## src/rtl/fifo_uart_tx.sv

```systemverilog
`default_nettype none
// ============================================================================
// Module   : fifo_uart_tx
// Purpose  : Drains bytes from a FIFO read port and sends them as UART frames
//            (8N1, LSB first). Define FIFO_UART_TX_PARITY_EN for an even-parity bit.
// Revision : 1.0 - initial release
// ============================================================================
module fifo_uart_tx #(
    parameter int CLKS_PER_BIT = 139,
    parameter int FRAME_CNT_W  = 16
) (
    input  logic                   clk_in,
    input  logic                   rst,
    input  logic                   enable,
    input  logic [7:0]             fifo_dout,
    input  logic                   fifo_empty,
    output logic                   fifo_rd_en,
    output logic                   tx,
    output logic                   busy,
    output logic [FRAME_CNT_W-1:0] frames_sent
);

    localparam int                 c_TMR_W    = $clog2(CLKS_PER_BIT);
    localparam logic [c_TMR_W-1:0] c_TMR_LAST = c_TMR_W'(CLKS_PER_BIT - 1);

`ifdef FIFO_UART_TX_PARITY_EN
    typedef enum logic [2:0] {
        S_IDLE   = 3'd0,
        S_FETCH  = 3'd1,
        S_LOAD   = 3'd2,
        S_START  = 3'd3,
        S_DATA   = 3'd4,
        S_STOP   = 3'd5,
        S_PARITY = 3'd6
    } state_t;
`else
    typedef enum logic [2:0] {
        S_IDLE  = 3'd0,
        S_FETCH = 3'd1,
        S_LOAD  = 3'd2,
        S_START = 3'd3,
        S_DATA  = 3'd4,
        S_STOP  = 3'd5
    } state_t;
`endif

    state_t                 state_q,  state_d;
    logic [c_TMR_W-1:0]     timer_q,  timer_d;
    logic [2:0]             idx_q,    idx_d;
    logic [7:0]             shreg_q,  shreg_d;
    logic                   tx_q,     tx_d;
    logic                   rd_en_q,  rd_en_d;
    logic                   busy_q,   busy_d;
    logic [FRAME_CNT_W-1:0] frames_q, frames_d;
    logic                   w_bit_end;
`ifdef FIFO_UART_TX_PARITY_EN
    logic                   parity_q, parity_d;
`endif

    assign w_bit_end = (timer_q == c_TMR_LAST);

    always_comb begin
        state_d  = state_q;
        timer_d  = timer_q;
        idx_d    = idx_q;
        shreg_d  = shreg_q;
        tx_d     = tx_q;
        rd_en_d  = 1'b0;
        frames_d = frames_q;
`ifdef FIFO_UART_TX_PARITY_EN
        parity_d = parity_q;
`endif
        case (state_q)
            S_IDLE: begin
                tx_d    = 1'b1;
                timer_d = '0;
                idx_d   = '0;
                if (enable && !fifo_empty) begin
                    rd_en_d = 1'b1;
                    state_d = S_FETCH;
                end
            end
            S_FETCH: begin
                state_d = S_LOAD;
            end
            S_LOAD: begin
                shreg_d = fifo_dout;
                tx_d    = 1'b0;
                timer_d = '0;
                state_d = S_START;
`ifdef FIFO_UART_TX_PARITY_EN
                parity_d = ^fifo_dout;
`endif
            end
            S_START: begin
                if (w_bit_end) begin
                    timer_d = '0;
                    tx_d    = shreg_q[0];
                    state_d = S_DATA;
                end else begin
                    timer_d = timer_q + c_TMR_W'(1);
                end
            end
            S_DATA: begin
                if (w_bit_end) begin
                    timer_d = '0;
                    if (idx_q == 3'd7) begin
`ifdef FIFO_UART_TX_PARITY_EN
                        tx_d    = parity_q;
                        state_d = S_PARITY;
`else
                        tx_d    = 1'b1;
                        state_d = S_STOP;
`endif
                    end else begin
                        // Next bit is shreg_q[1]; shifting keeps the current bit at [0].
                        idx_d   = idx_q + 3'd1;
                        shreg_d = {1'b0, shreg_q[7:1]};
                        tx_d    = shreg_q[1];
                    end
                end else begin
                    timer_d = timer_q + c_TMR_W'(1);
                end
            end
`ifdef FIFO_UART_TX_PARITY_EN
            S_PARITY: begin
                if (w_bit_end) begin
                    timer_d = '0;
                    tx_d    = 1'b1;
                    state_d = S_STOP;
                end else begin
                    timer_d = timer_q + c_TMR_W'(1);
                end
            end
`endif
            S_STOP: begin
                if (w_bit_end) begin
                    timer_d  = '0;
                    frames_d = frames_q + FRAME_CNT_W'(1);
                    state_d  = S_IDLE;
                end else begin
                    timer_d = timer_q + c_TMR_W'(1);
                end
            end
            default: begin
                tx_d    = 1'b1;
                timer_d = '0;
                idx_d   = '0;
                state_d = S_IDLE;
            end
        endcase
        busy_d = (state_d != S_IDLE);
    end

    always_ff @(posedge clk_in) begin
        if (rst) begin
            state_q  <= S_IDLE;
            timer_q  <= '0;
            idx_q    <= '0;
            shreg_q  <= '0;
            tx_q     <= 1'b1;
            rd_en_q  <= 1'b0;
            busy_q   <= 1'b0;
            frames_q <= '0;
`ifdef FIFO_UART_TX_PARITY_EN
            parity_q <= 1'b0;
`endif
        end else begin
            state_q  <= state_d;
            timer_q  <= timer_d;
            idx_q    <= idx_d;
            shreg_q  <= shreg_d;
            tx_q     <= tx_d;
            rd_en_q  <= rd_en_d;
            busy_q   <= busy_d;
            frames_q <= frames_d;
`ifdef FIFO_UART_TX_PARITY_EN
            parity_q <= parity_d;
`endif
        end
    end

    assign fifo_rd_en  = rd_en_q;
    assign tx          = tx_q;
    assign busy        = busy_q;
    assign frames_sent = frames_q;

endmodule
`default_nettype wire

```

## config.mk

```make
export PLATFORM = sky130hd
export DESIGN_NAME = fifo_uart_tx
export DESIGN_NICKNAME = d
export VERILOG_FILES = /design/src/rtl/fifo_uart_tx.sv
export SDC_FILE = /design/constraint.sdc
export NUM_CORES = 1
export LEC_CHECK = 0
export CAP_MARGIN = 20
export CORE_UTILIZATION = 53
export CTS_CLUSTER_DIAMETER = 200
export CTS_CLUSTER_SIZE = 25
export DETAILED_ROUTE_END_ITERATION = 6
export PLACE_DENSITY = 0.78
export SLEW_MARGIN = 40
export SYNTH_ARGS = -nofsm -noshare
export SYNTH_HDL_FRONTEND = slang
export SYNTH_SLANG_ARGS = --single-unit
export TNS_END_PERCENT = 10
```

## constraint.sdc

```tcl
create_clock -name clk_in -period 2.6 [get_ports clk_in]
set_clock_uncertainty 0.2 [all_clocks]
set_input_delay 0.52 -clock clk_in [delete_from_list [all_inputs] [get_ports clk_in]]
set_output_delay 0.52 -clock clk_in [all_outputs]
set_load 0.02 [all_outputs]
```

==> results of run 1 <==
## registers in the layout, indices dropped and copies added (netlist names)
signal,cells
tx,1
frames_sent,16
timer_q,8
busy,1
state_q,3
shreg_q,8
idx_q,3
fifo_rd_en,1
## report_power, final
group	internal (mW)	leakage, nW	switching (mW)
Clock	0.176	0.0399	0.201
Sequential	0.643	0.332	0.00783
Combinational	0.0517	0.519	0.0512
Total	0.871	0.890	0.260
## area by class of cell
type | instances | share of cell area
Clock inverter | 1 | 0.00198
Timing Repair Buffer | 42 | 0.155
Clock buffer | 5 | 0.0273
Sequential cell | 41 | 0.325
Tap cell | 48 | 0.0238
Multi-Input combinational cell | 175 | 0.452
Inverter | 10 | 0.0149
## per-layer routing
layer  vias to the layer above  global-route usage  wire length [µm]
met5                         -                   0                 0
met4                         0              0.0750                59
met3                        10              0.0482               188
met2                        51               0.359              1950
met1                       871               0.295              2080
li1                        959                   -                 -
## worst min-delay path by stage
stage               start  cells past startpoint          to
2_1_floorplan  shreg_q[3]                      2  shreg_q[3]
3_3_place_gp   shreg_q[3]                      2  shreg_q[3]
3_5_place_dp   shreg_q[5]                      2  shreg_q[5]
4_1_cts        shreg_q[5]                      2  shreg_q[5]
5_1_grt        shreg_q[5]                      2  shreg_q[5]
6_report       shreg_q[5]                      2  shreg_q[5]
## worst register-to-register path: stages (launching register included)
cell	delay (ns)
dfxtp_1	0.35
or4b_4	0.54
or4_4	0.63
or4_1	0.52
a21oi_1	0.14
## layout by cell type (no fill, tap or decap), types with 2 or more instances in the layout
cell	Yosys	routed
dfxtp_1	41	41
clkdlybuf4s50_1	0	30
a21oi_1	18	18
nor2_1	17	17
nand2_1	16	16
o21ai_0	14	14
buf_4	1	12
or3_1	11	11
inv_1	10	10
nand3_1	9	9
nand3b_1	5	5
nand4_1	5	5
or4_1	5	5
mux2i_1	5	5
ha_1	5	5
clkbuf_8	0	5
o31ai_1	4	4
xor2_1	4	4
nor2b_1	4	4
a31oi_1	4	4
a2111oi_0	4	4
a31o_2	4	4
and3_1	3	3
nor3_1	3	3
xnor2_1	3	3
nor3b_1	3	3
mux2_2	3	3
and4b_1	2	2
a32o_1	2	2
and2_1	2	2
nand2b_1	2	2
a22o_1	2	2
a22oi_1	2	2
## cell families after synthesis
logic type / Yosys count / synth area share
simple gates: 94 / 0.262
compound gates: 61 / 0.193
flops: 41 / 0.399
buf+inv: 24 / 0.0456
mux: 8 / 0.0408
xor+xnor: 7 / 0.0298
fa+ha+maj: 5 / 0.0304
==> results.py, run 1 <==
metrics = {
    "yosys": {
        "yosysSeqAreaShare": 0.399,
        "synth_area_per_cell_um2": 8.57,
        "post_synth_main_area_contributors": "dfxtp_1 (40%), a21oi_1 (4.4%), o21ai_0 (3.4%)",
        "postSynthNetCount": 257,
        "synth_edf_count": 0,
        "synth_common_cells": "dfxtp_1 (41), a21oi_1 (18), nor2_1 (17), nand2_1 (16), o21ai_0 (14)",
        "ys_seq_elements": 41,
        "largest_area_contributor_in_the_synthesized_netlist": "dfxtp_1",
        "synth_most_common_cell": "dfxtp_1",
        "share_of_synthesized_flip_flops_with_an_asynchronous_set_or_reset": 0,
        "synth_ff_type": "dfxtp_1",
        "synthDominantCellAreaShare": 0.399,
        "post_synth_instance_area_um2": 2060,
        "syn-instance-count": 240,
        "synth.lib_cells_used.distinct": 47,
        "ys_warn_count": 0,
    },
    "global_route": {
        "grt_antenna_before_repair": 0,
        "globalRouteOverflowTotal": 0,
        "vias_in_the_first_global_route": 1608,
        "grt_pass1_wl_mm": 7.20,
        "pin_count_of_the_biggest_net_entering_global_routing": 24,
        "track_usage": 0.224,
    },
    "finish": {
        "nFillCells": 352,
        "seq_area_um2": 821,
        "layout_nets": 292,
        "finish.cell_count_without_fillers": 322,
        "syn_to_final_growth_pct": 22.7,
        "footprint_of_the_multi_input_gates_um2": 1140,
        "stdcell_area_um2": 2520,
        "antenna_diode_count": 0,
        "final_layout_size_suffix_gt1_frac": 0.0985,
        "layout.core_utilization": 0.685,
    },
    "sta": {
        "slew_viol_final": 0,
        "transition_at_the_pin_with_the_smallest_max_transition_slack_ns": 0.654,
        "period_minus_slack_ns": 2.46,
        "fmax_ghz": 0.407,
        "post-route-worst-setup-slack_ns": 0.145,
        "setup-violations-final": 0,
        "rsz0062_at_grt": "false",
        "max-slew-margin-rel": 0.562,
        "fin_hold_ws_ns": 0.252,
        "finalCritPeriodShare": 0.944,
        "hold_viol": 0,
        "sum_of_negative_setup_slack_ns": 0,
    },
    "power_and_ir_drop": {
        "finalPower_mw": 1.13,
        "power.density_nw_per_um2": 448,
        "peak_ir_drop_on_the_vdd_network_mv": 0.391,
        "power.static_leakage_nw": 0.890,
    },
    "die": {
        "start_util": 0.558,
        "fp.dieH_um": 64.3,
        "die-width_um": 64.3,
        "design.die.area_um2": 4130,
        "floorplan.io_pins": 31,
        "placement_rows": 22,
        "core-area_um2": 3690,
    },
    "drt": {
        "detail_route.vias_per_cell": 5.87,
        "first_iter_violations": 111,
        "vias": 1891,
        "routed_wire_length_per_instance_um": 13.3,
        "1st_pass_router_iterations": 4,
        "detail_route.drc_violations": 0,
        "route.final.wire_length_mm": 4.27,
        "antenna_violating_nets_post_route": 0,
    },
    "place": {
        "globalplace.congestion": 0.839,
        "io_buffers": 30,
        "numPlacedInstances": 316,
        "area_post_placement_um2": 2450,
        "pre_cts_slack_ns": 0.160,
        "place_hpwl_mm": 3.10,
    },
    "clock_network": {
        "cts-root-to-sink-buffers": 2,
        "clock_sinks": 41,
        "cts_inserted_buffers": 5,
        "clock_tree.root_cell": "clkbuf_8",
        "cts.reportedPaths.clkPinSlew_ns": 0.07,
        "ctsResizeCount": 0,
        "post_cts_setup_buffer_count": 0,
        "clock_latency_ns": 0.29,
        "h_tree_levels": 2,
        "cts.hold.buffers_added": 0,
        "cts_tree": "done",
    },
    "worst_setup_path": {
        "cp-startpoint": "timer_q[4]",
        "setup.worst_path.start_class": "register",
        "reg2regPathDepth": 4,
        "worstPathCellList": "or4b_4 > or4_4 > or4_1 > a21oi_1",
        "arrival_ns": 2.48,
        "gate_family_responsible_for_the_most_delay_along_the_worst_path": "simple AND/OR/NAND/NOR gates",
        "critical_path_class": "reg2reg",
        "slowest_delay_ns": 0.63,
        "number_of_gates_on_the_worst_path_with_buffers_counted": 4,
        "cell_with_the_biggest_individual_delay_on_the_critical_path": "or4_4",
        "timing.critical_path.required_ns": 2.62,
        "critical_path.max_fanout": 13,
        "timing.critical_path.buf_inv": 0,
        "timing.rr.end": "frames_sent[9]",
        "regToRegStartpoint": "timer_q[4]",
        "reg2reg_setup_slack_ns": 0.14,
        "crit_end": "frames_sent[9]",
        "worstSetupEndpointType": "register",
    },
    "run": {
        "max-cap-violations": 0,
    },
    "status": {
        "outcome": "finished clean",
    },
    "min_path": {
        "worst_min_path_class": "reg2reg",
    },
}
Note: power is estimated with default switching activity, not from simulation.
==> inputs of run 2 (changes only) <==
==> constraint.sdc (replaced) <==
create_clock -name clk_in -period 2.6 [get_ports clk_in]
set_clock_uncertainty 0.2 [all_clocks]
set_input_delay 0.39 -clock clk_in [delete_from_list [all_inputs] [get_ports clk_in]]
set_output_delay 0.39 -clock clk_in [all_outputs]
set_load 0.02 [all_outputs]
==> run 2 against run 1 <==
  * Global-route usage rose by 1.9 points
  * Routed wire length rose by 4.8%
  * Utilization rose by 0.14 points
  * Worst setup slack got worse by 0.011 ns
  * Worst hold slack improved by 0.0095 ns
  * Via count fell by 1.3%
  * Final area rose by 0.20%
  * Sequential power barely moved
  * Fmax fell by 0.44%
  * Clock-buffer cell count rose by 2
  * Critical path type unchanged
  * Highest routed layer unchanged
==> results.py, run 2 (synthesis gave the netlist of run 1 again) <==
metrics = {
    "drt": {
        "route.top_layer_used": "met4",
        "first_iter_violations": 119,
        "vias": 1866,
        "detail_route.vias_per_cell": 5.80,
        "route.final.wire_length_mm": 4.48,
        "detail_route.drc_violations": 0,
        "antenna_violating_nets_post_route": 0,
        "routed_wire_length_per_instance_um": 13.9,
        "wl_met2_mm": 2.02,
        "sum_of_routed_wire_segments_on_met1_mm": 2.21,
        "1st_pass_router_iterations": 4,
        "wl_met3_um": 171,
    },
    "die": {
        "design.die.area_um2": 4130,
        "placement_rows": 22,
        "core-area_um2": 3690,
        "start_util": 0.558,
        "die-width_um": 64.3,
        "fp.dieH_um": 64.3,
        "floorplan.io_pins": 31,
    },
    "worst_setup_path": {
        "slowest_delay_ns": 0.63,
        "timing.critical_path.required_ns": 2.63,
        "reg2reg_setup_slack_ns": 0.13,
        "cell_with_the_biggest_individual_delay_on_the_critical_path": "or4_4",
        "worstPathCellList": "or4b_4 > or4_4 > or4_1 > a21oi_1",
        "timing.critical_path.buf_inv": 0,
        "critical_path.max_fanout": 13,
        "arrival_ns": 2.50,
        "setup.worst_path.start_class": "register",
        "critical_path_class": "reg2reg",
        "gate_family_responsible_for_the_most_delay_along_the_worst_path": "simple AND/OR/NAND/NOR gates",
        "worstSetupEndpointType": "register",
    },
    "sta": {
        "fmax_ghz": 0.406,
        "transition_at_the_pin_with_the_smallest_max_transition_slack_ns": 0.643,
        "finalCritPeriodShare": 0.948,
        "hold_viol": 0,
        "setup-violations-final": 0,
        "slew_viol_final": 0,
        "period_minus_slack_ns": 2.47,
        "rsz0062_at_grt": "false",
        "sum_of_negative_setup_slack_ns": 0,
        "max-slew-margin-rel": 0.570,
    },
    "finish": {
        "syn_to_final_growth_pct": 23.0,
        "final_cell_mix": "dfxtp_1 (41), clkdlybuf4s50_1 (30), a21oi_1 (18)",
        "layout.core_utilization": 0.686,
        "final_layout_size_suffix_gt1_frac": 0.0949,
        "nFillCells": 323,
        "layout.cells.most_common": "dfxtp_1",
        "layout_nets": 291,
        "antenna_diode_count": 0,
        "largest_register_ffs": 16,
    },
    "global_route": {
        "grt_pass1_wl_mm": 7.69,
        "track_usage": 0.243,
        "pin_count_of_the_biggest_net_entering_global_routing": 24,
        "vias_in_the_first_global_route": 1710,
        "grt_antenna_before_repair": 0,
        "globalRouteOverflowTotal": 0,
    },
    "clock_network": {
        "ctsResizeCount": 0,
        "cts-root-to-sink-buffers": 2,
        "cts_tree": "done",
        "post_cts_setup_buffer_count": 0,
        "cts_inserted_buffers": 5,
        "h_tree_levels": 2,
        "clock_tree.root_cell": "clkbuf_8",
        "cts.hold.buffers_added": 0,
        "cts.reportedPaths.clkPinSlew_ns": 0.07,
        "clock_sinks": 41,
        "clock_latency_ns": 0.29,
    },
    "place": {
        "place_hpwl_mm": 3.24,
        "globalplace.congestion": 0.796,
        "io_buffers": 30,
    },
    "min_path": {
        "worst_min_path_class": "reg2reg",
    },
    "power_and_ir_drop": {
        "peak_ir_drop_on_the_vdd_network_mv": 0.371,
        "power.static_leakage_nw": 0.890,
        "power.density_nw_per_um2": 462,
        "finalPower_mw": 1.17,
    },
    "status": {
        "outcome": "finished clean",
    },
    "run": {
        "max-cap-violations": 0,
    },
}
## run 2: cell types whose count changed in the layout (fill, tap and decap cells not counted)
cell / before / now
buf_4: 12 / 11
clkbuf_1: 0 / 1
clkbuf_8: 5 / 6
clkinv_2: 1 / 0
## run 2: path summary, 6_finish.rpt
kind,startpoint,depth (start not counted),end
max,timer_q[4],4,frames_sent[9]
min,shreg_q[5],2,shreg_q[5]
max reg2reg,timer_q[4],4,frames_sent[9]
min reg2reg,shreg_q[5],2,shreg_q[5]
## run 2: routing by layer
metal | vias up | track usage
met5 | - | 0
met4 | 0 | 0.108
met3 | 10 | 0.0536
met2 | 37 | 0.376
met1 | 866 | 0.321
li1 | 953 | -
## run 2: report_power, final
group | switching [mW] | internal (mW) | total (mW) | leakage [nW]
sequential | 0.00749 | 0.643 | 0.650 | 0.332
clock | 0.206 | 0.210 | 0.417 | 0.0443
combinational | 0.0515 | 0.0508 | 0.102 | 0.514
total | 0.265 | 0.904 | 1.17 | 0.890
## run 2: layout make-up
cell class	instances	area (µm²)	share of cell area
inverter	10	37.5	0.0148
timing repair buffer	41	383	0.151
clock buffer	7	86.3	0.0341
multi-input combinational	175	1140	0.452
tap	48	60.1	0.0237
sequential	41	821	0.324
## run 2: metrics by stage
| step | hold WS, ns | std cells | area, µm² | setup WS (ns) |
|---|---|---|---|---|
| after global placement | 0.241 | 315 | 2440 | 0.189 |
| after floorplan | 0.226 | 240 | 2060 | 0.267 |
| after detailed placement | 0.248 | 315 | 2440 | 0.151 |
| after CTS | 0.258 | 322 | 2530 | 0.131 |
| after global routing | 0.278 | 322 | 2530 | 0.0559 |
| final | 0.262 | 322 | 2530 | 0.134 |
## run 2: worst register-to-register path: stages (launching register included)
cell	delay (ns)
dfxtp_1	0.36
or4b_4	0.55
or4_4	0.63
or4_1	0.52
a21oi_1	0.14
==> inputs of run 3 (changes only) <==
--- a/config.mk
+++ b/config.mk
@@ -10,6 +10,7 @@
 export CTS_CLUSTER_DIAMETER = 200
 export CTS_CLUSTER_SIZE = 25
 export DETAILED_ROUTE_END_ITERATION = 6
+export GPL_ROUTABILITY_DRIVEN = 0
 export PLACE_DENSITY = 0.78
 export SLEW_MARGIN = 40
 export SYNTH_ARGS = -nofsm -noshare
==> results of run 3 <==
Final layout, timing and power as in run 2 (identical DEF).
